[src/rtl/dot_matrix_pkg.sv]
// Shared constants for the 8x8 bicolour dot-matrix decimal counter.
// Latency: n/a (constants and pure helper functions only).
// Backpressure: n/a.
//
// Contents: digit font, count limits, default timing parameters, idle row
// pattern and small helpers shared by the font ROM and the counter top.
package dot_matrix_pkg;

  // Highest digit displayed; the count wraps to 0 after this value.
  localparam int DIGIT_MAX = 9;

  // Digits 0..GREEN_MAX are drawn in green, the rest in red.
  localparam int GREEN_MAX = 4;

  // Default timing: clock cycles per count step and per scanned row.
  localparam int TICK_CYCLES_DEF = 1000;
  localparam int SCAN_DIV_DEF    = 4;

  // Row lines are active-low; all-ones means no row selected (blank).
  localparam logic [7:0] ROW_IDLE = 8'hFF;

  typedef logic [7:0] glyph_row_t;

  // FONT[digit][row]: row 0 is the top row, bit 7 is the leftmost column.
  localparam glyph_row_t FONT [0:9][0:7] = '{
    '{8'h3C, 8'h66, 8'h6E, 8'h76, 8'h66, 8'h66, 8'h3C, 8'h00},  // 0
    '{8'h18, 8'h38, 8'h18, 8'h18, 8'h18, 8'h18, 8'h7E, 8'h00},  // 1
    '{8'h3C, 8'h66, 8'h06, 8'h0C, 8'h30, 8'h60, 8'h7E, 8'h00},  // 2
    '{8'h3C, 8'h66, 8'h06, 8'h1C, 8'h06, 8'h66, 8'h3C, 8'h00},  // 3
    '{8'h0C, 8'h1C, 8'h3C, 8'h6C, 8'h7E, 8'h0C, 8'h0C, 8'h00},  // 4
    '{8'h7E, 8'h60, 8'h7C, 8'h06, 8'h06, 8'h66, 8'h3C, 8'h00},  // 5
    '{8'h1C, 8'h30, 8'h60, 8'h7C, 8'h66, 8'h66, 8'h3C, 8'h00},  // 6
    '{8'h7E, 8'h06, 8'h0C, 8'h18, 8'h30, 8'h30, 8'h30, 8'h00},  // 7
    '{8'h3C, 8'h66, 8'h66, 8'h3C, 8'h66, 8'h66, 8'h3C, 8'h00},  // 8
    '{8'h3C, 8'h66, 8'h66, 8'h3E, 8'h06, 8'h0C, 8'h38, 8'h00}   // 9
  };

  // Active-low one-hot row select for a row index.
  function automatic logic [7:0] row_select(input logic [2:0] ridx);
    return ~(8'h01 << ridx);
  endfunction

  // True when a digit is drawn on the red LEDs rather than the green ones.
  function automatic logic digit_is_red(input logic [3:0] digit);
    return (digit > 4'(GREEN_MAX));
  endfunction

endpackage

[src/rtl/dot_matrix_font_rom.sv]
// Font ROM: returns one 8-pixel row of a decimal digit glyph.
// Latency: combinational (zero cycles).
// Backpressure: none; output follows the inputs continuously.
//
// Ports:
//   digit [3:0] : digit to draw; values above 9 yield a blank row.
//   ridx  [2:0] : glyph row, 0 = top.
//   glyph [7:0] : pixel row, bit 7 = leftmost column, 1 = lit.
module dot_matrix_font_rom
  import dot_matrix_pkg::*;
(
  input  logic [3:0] digit,
  input  logic [2:0] ridx,
  output logic [7:0] glyph
);

  always_comb begin
    glyph = 8'h00;
    // Guard keeps out-of-range digits from indexing past the font table.
    if (digit <= 4'(DIGIT_MAX)) begin
      glyph = FONT[digit][ridx];
    end
  end

endmodule

[src/rtl/dot_matrix_counter.sv]
// Decimal 0-9 up-counter drawn on an 8x8 green/red dot matrix by row scanning.
// Latency: outputs are registered, one cycle behind the internal counters.
// Backpressure: none; free-running display leaf with no flow control.
//
// Ports:
//   clk        : system clock, all state on the rising edge.
//   rst        : asynchronous active-low reset; blanks the display at once.
//   row  [7:0] : active-low one-hot row select, row[0] = top row.
//   colg [7:0] : green column data, active-high, colg[7] = leftmost.
//   colr [7:0] : red column data, active-high, same bit order.
module dot_matrix_counter
  import dot_matrix_pkg::*;
#(
  parameter int TICK_CYCLES = TICK_CYCLES_DEF,  // cycles per count step, >= 2
  parameter int SCAN_DIV    = SCAN_DIV_DEF      // cycles per scanned row, >= 1
) (
  input  logic       clk,
  input  logic       rst,
  output logic [7:0] row,
  output logic [7:0] colg,
  output logic [7:0] colr
);

  // Counter widths; a one-cycle scan divider still needs a 1-bit register.
  localparam int PW = (TICK_CYCLES > 1) ? $clog2(TICK_CYCLES) : 1;
  localparam int SW = (SCAN_DIV > 1) ? $clog2(SCAN_DIV) : 1;

  localparam logic [PW-1:0] PRESC_LAST = PW'(TICK_CYCLES - 1);
  localparam logic [SW-1:0] SDIV_LAST  = SW'(SCAN_DIV - 1);

  // ---------------------------------------------------------------------
  // State
  // ---------------------------------------------------------------------
  logic [PW-1:0] presc, presc_nxt;
  logic [3:0]    digit, digit_nxt;
  logic [SW-1:0] sdiv,  sdiv_nxt;
  logic [2:0]    ridx,  ridx_nxt;

  logic          tick;       // count step happens on this edge
  logic          row_adv;    // scan moves to the next row on this edge

  logic [7:0]    glyph;
  logic [7:0]    row_nxt;
  logic [7:0]    colg_nxt;
  logic [7:0]    colr_nxt;

  // ---------------------------------------------------------------------
  // Prescaler and digit counter
  // ---------------------------------------------------------------------
  assign tick = (presc == PRESC_LAST);

  always_comb begin
    presc_nxt = presc + PW'(1);
    digit_nxt = digit;
    if (tick) begin
      presc_nxt = '0;
      // ">=" also pulls any stray 10..15 value back to 0 on the next step.
      if (digit >= 4'(DIGIT_MAX)) begin
        digit_nxt = 4'd0;
      end else begin
        digit_nxt = digit + 4'd1;
      end
    end
  end

  // ---------------------------------------------------------------------
  // Row scan counter
  // ---------------------------------------------------------------------
  assign row_adv = (sdiv == SDIV_LAST);

  always_comb begin
    sdiv_nxt = sdiv + SW'(1);
    ridx_nxt = ridx;
    if (row_adv) begin
      sdiv_nxt = '0;
      ridx_nxt = ridx + 3'd1;   // natural 3-bit wrap 7 -> 0
    end
  end

  always_ff @(posedge clk or negedge rst) begin
    if (!rst) begin
      presc <= '0;
      digit <= 4'd0;
      sdiv  <= '0;
      ridx  <= 3'd0;
    end else begin
      presc <= presc_nxt;
      digit <= digit_nxt;
      sdiv  <= sdiv_nxt;
      ridx  <= ridx_nxt;
    end
  end

  // ---------------------------------------------------------------------
  // Glyph lookup and output registers
  // ---------------------------------------------------------------------
  dot_matrix_font_rom u_font_rom (
    .digit (digit),
    .ridx  (ridx),
    .glyph (glyph)
  );

  // The colour split is taken from the current digit, so a count step lands
  // mid-frame on whichever row is being scanned; there is no frame sync.
  always_comb begin
    row_nxt  = row_select(ridx);
    colg_nxt = 8'h00;
    colr_nxt = 8'h00;
    if (digit_is_red(digit)) begin
      colr_nxt = glyph;
    end else begin
      colg_nxt = glyph;
    end
  end

  // Reset blanks the matrix asynchronously: no row driven, no column lit.
  always_ff @(posedge clk or negedge rst) begin
    if (!rst) begin
      row  <= ROW_IDLE;
      colg <= 8'h00;
      colr <= 8'h00;
    end else begin
      row  <= row_nxt;
      colg <= colg_nxt;
      colr <= colr_nxt;
    end
  end

endmodule

[config.mk]
export PLATFORM = sky130hd
export DESIGN_NAME = dot_matrix_counter
export DESIGN_NICKNAME = d
export VERILOG_FILES = /design/src/rtl/dot_matrix_pkg.sv /design/src/rtl/dot_matrix_font_rom.sv /design/src/rtl/dot_matrix_counter.sv
export SDC_FILE = /design/constraint.sdc
export NUM_CORES = 1
export LEC_CHECK = 0
export CAP_MARGIN = 10
export CORE_UTILIZATION = 35
export DETAILED_ROUTE_END_ITERATION = 8
export PLACE_DENSITY = 0.53
export SYNTH_ARGS = -nofsm -noshare
export SYNTH_HDL_FRONTEND = slang
export SYNTH_SLANG_ARGS = --single-unit
[constraint.sdc]
create_clock -name clk -period 6.25 [get_ports clk]
set_input_delay 1.25 -clock clk [delete_from_list [all_inputs] [get_ports clk]]
set_output_delay 1.25 -clock clk [all_outputs]
set_load 0.005 [all_outputs]
==> impl_metrics.py <==
metrics = {
    "outcome": {
        "status": "finished, violations left",
        "violations": "DRC",
    },
    "routing": {
        "num_vias": 1859,
        "wirelength_um": 5063,
        "dr.first_iter.drc_count": 280,
        "drc_errors": 4,
        "post_drt_via_cell_ratio": 5.452,
        "firstDrtPassIters": 7,
        "wire_per_inst_um": 14.85,
        "ant_nets": 0,
    },
    "timing": {
        "worstMarginPinSlew_ns": 0.9387,
        "fin_crit_ns": 2.546,
        "finalMaxSlewViolations": 0,
        "slew_headroom_pct": 37.42,
        "worst_hold_slack_ns": 0.4298,
        "fin_ws_ns": 3.704,
        "rsz0062_at_grt": "false",
        "setup_viol": 0,
        "setup_tns_ns": 0,
        "fmax_mhz": 392.8,
        "finalCritPeriodShare_pct": 40.73,
        "finalHoldViolCount": 0,
        "skew_ns": 0.004569,
    },
    "logic_synthesis": {
        "synth_edf_count": 0,
        "netlist_instances": 251,
        "synthAdderAreaFrac_pct": 8.351,
        "yosysSeqAreaShare_pct": 41.13,
        "synth_compound_area_share_pct": 17.64,
        "synth_warnings": 0,
        "avgSynthCellArea_um2": 9.551,
        "synth_top_family_by_area": "simple AND/OR/NAND/NOR gates",
        "ys_seq_elements": 39,
        "synth-simple-area-share_pct": 19.52,
        "muxShareOfSynthArea_pct": 3.549,
        "synth_cell_types": 54,
        "async_flop_share_pct": 100.0,
        "syn_area_um2": 2397,
        "ys.flop_type": "dfrtp_1",
        "synth_xor_area_share_pct": 2.923,
    },
    "cells_and_area": {
        "final_cell_area_um2": 2704,
        "multi_input_comb_area_um2": 1261,
        "n_antenna_cell": 0,
        "final_cells": 341,
        "fillers": 621,
        "fin_nets": 281,
        "fin_util_pct": 41.63,
        "layout-drive-gt1-share_pct": 9.848,
        "area_growth_pct": 12.79,
        "seq_area_um2": 985.9,
    },
    "global_route": {
        "grt_max_degree": 40,
        "grt_pass1_vias": 1704,
        "grtUsageTotal_pct": 15.41,
        "grt_pass1_wl_um": 8728,
        "overflow": 0,
        "antenna_found_initial": 0,
    },
    "pwr": {
        "p_sw_share_pct": 19.56,
        "p_seq_share_pct": 53.2,
        "peakVddDrop_mv": 0.1036,
        "p_sw_mw": 0.09282,
        "power.density_nw_per_um2": 175.5,
        "combPwrFrac_pct": 1.1,
        "p_int_mw": 0.3818,
        "clkPwrFrac_pct": 45.7,
        "p_total_mw": 0.4746,
        "p_leak_nw": 1.119,
    },
    "clocking": {
        "clockRootBuffer": "clkbuf_8",
        "post_cts_resized": 0,
        "clock_sinks": 39,
        "cts_tree": "yes",
        "cts_buffer_depth": 2,
        "htree_levels": 2,
        "clkTransAtPathRegs_ns": 0.07,
        "cts_setup_buffers": 0,
        "clock_insertion_delay_worst_skew_ns": 0.29,
        "holdBufCountCts": 0,
        "cts_buffers": 5,
    },
    "floorplan": {
        "dieArea_um2": 7184,
        "start_util_pct": 36.91,
        "die_h_um": 84.76,
        "core-area_um2": 6495,
        "rows": 29,
        "ios": 26,
        "die_x_um": 84.76,
    },
    "setup_path": {
        "crit_type": "flip-flop to primary output",
        "critPathMaxFanout": 1,
        "path_cells": "clkdlybuf4s50_1",
        "critPathMaxStageDelay_ns": 0.52,
        "critPathBufInv": 1,
        "critical_path.endpoint_type": "primary output",
        "critical_path.top_delay_family": "flip-flops",
        "critPathRequiredTime_ns": 5.00,
        "startpoint_type": "flip-flop",
        "cp_slowest_cell": "dfstp_2",
        "arrival_ns": 1.30,
    },
    "run": {
        "drv_cap": 0,
    },
    "placed_design": {
        "hpwl_um": 3479,
        "place_area_um2": 2586,
        "gp_congestion": 0.8837,
        "port_buffers": 21,
        "post-place-ws_ns": 3.973,
        "dp_cells": 333,
    },
    "worst_hold_path": {
        "min_path_type": "flip-flop to flip-flop",
    },
}
## layout make-up
cell class              count  area share, %
flip-flops and latches     39          36.46
multi-input cells         187          46.65
inverters                   8          1.111
clock buffers               6          3.054
repair buffers             22          7.867
well taps                  77          3.563
clock inverters             2          1.296
## power groups by stage
stage                     Sequential [mW]  Clock [mW]  Combinational, mW
final                               0.252       0.217            0.00541
after global routing                0.252       0.238            0.00691
after CTS                           0.252       0.226            0.00598
after detailed placement            0.257           0            0.00601
after global placement              0.257           0            0.00592
after floorplan                     0.257           0            0.00234
## cell usage after synthesis (all sizes together) (2+ instances only)
master / instances / area share, %
dfrtp: 31 / 32
a21oi: 20 / 4.3
buf: 19 / 5.3
nand2: 19 / 3.0
ha: 16 / 8.4
nor2: 16 / 2.8
o21ai: 16 / 3.3
dfstp: 8 / 8.8
inv: 8 / 1.3
nor2b: 8 / 2.1
nor3: 8 / 1.7
nand3: 6 / 1.3
and2: 5 / 1.3
nand2b: 5 / 1.3
nor3b: 5 / 1.6
a31oi: 4 / 1.0
mux2: 4 / 1.9
mux2i: 4 / 1.7
xnor2: 4 / 1.5
xor2: 4 / 1.5
a211o: 3 / 1.1
nand4: 3 / 0.78
or2: 3 / 0.78
or3: 3 / 0.78
a2111o: 2 / 0.94
a21boi: 2 / 0.63
a221oi: 2 / 0.99
nor4: 2 / 0.52
o211ai: 2 / 0.63
o311ai: 2 / 0.73
o32ai: 2 / 0.73
## state kept, by name, summed over array words and instances (netlist names)
name / cells
row: 8
colr: 6
presc: 10
ridx: 3
colg: 6
digit: 4
sdiv: 2
## placed cells by master, fill, tap and decap left out, types with 6 or more instances in the layout
master,synthesis,routed
dfstp_2,8,8
inv_1,8,8
a21oi_1,19,19
nand2_1,19,19
nand3_1,6,6
clkdlybuf4s50_1,0,20
dfrtp_1,31,31
nor2b_1,8,8
nor2_1,15,15
o21ai_0,12,12
nor3_1,8,8
clkbuf_8,0,6
ha_1,16,16
## path summary, 6_finish.rpt
path	to	from	slack, ns	cells after the start
max	row[2]	row[2]	3.70	1
min	sdiv[0]	sdiv[0]	0.43	1
max reg2reg	colg[6]	digit[0]	3.93	6
min reg2reg	sdiv[0]	sdiv[0]	0.43	1
max in group asynchronous	colr[6]	rst	4.64	1
min in group asynchronous	presc[5]	rst	1.06	1
## routing by layer
layer	vias to the layer above	global-route usage (%)	part of all wire [%]
li1	902	-	-
met1	875	22.43	48
met2	71	22.54	44
met3	11	2.360	4.6
met4	0	6.780	2.8
met5	-	0	0
## kinds of logic after synthesis
| family | count (synthesis) |
|---|---|
| compound gates | 63 |
| xor+xnor | 8 |
| fa+ha+maj | 16 |
| buf+inv | 28 |
| flops | 39 |
| mux | 8 |
| other cells | 1 |
| simple gates | 88 |
Note: power is estimated with default switching activity, not from simulation.
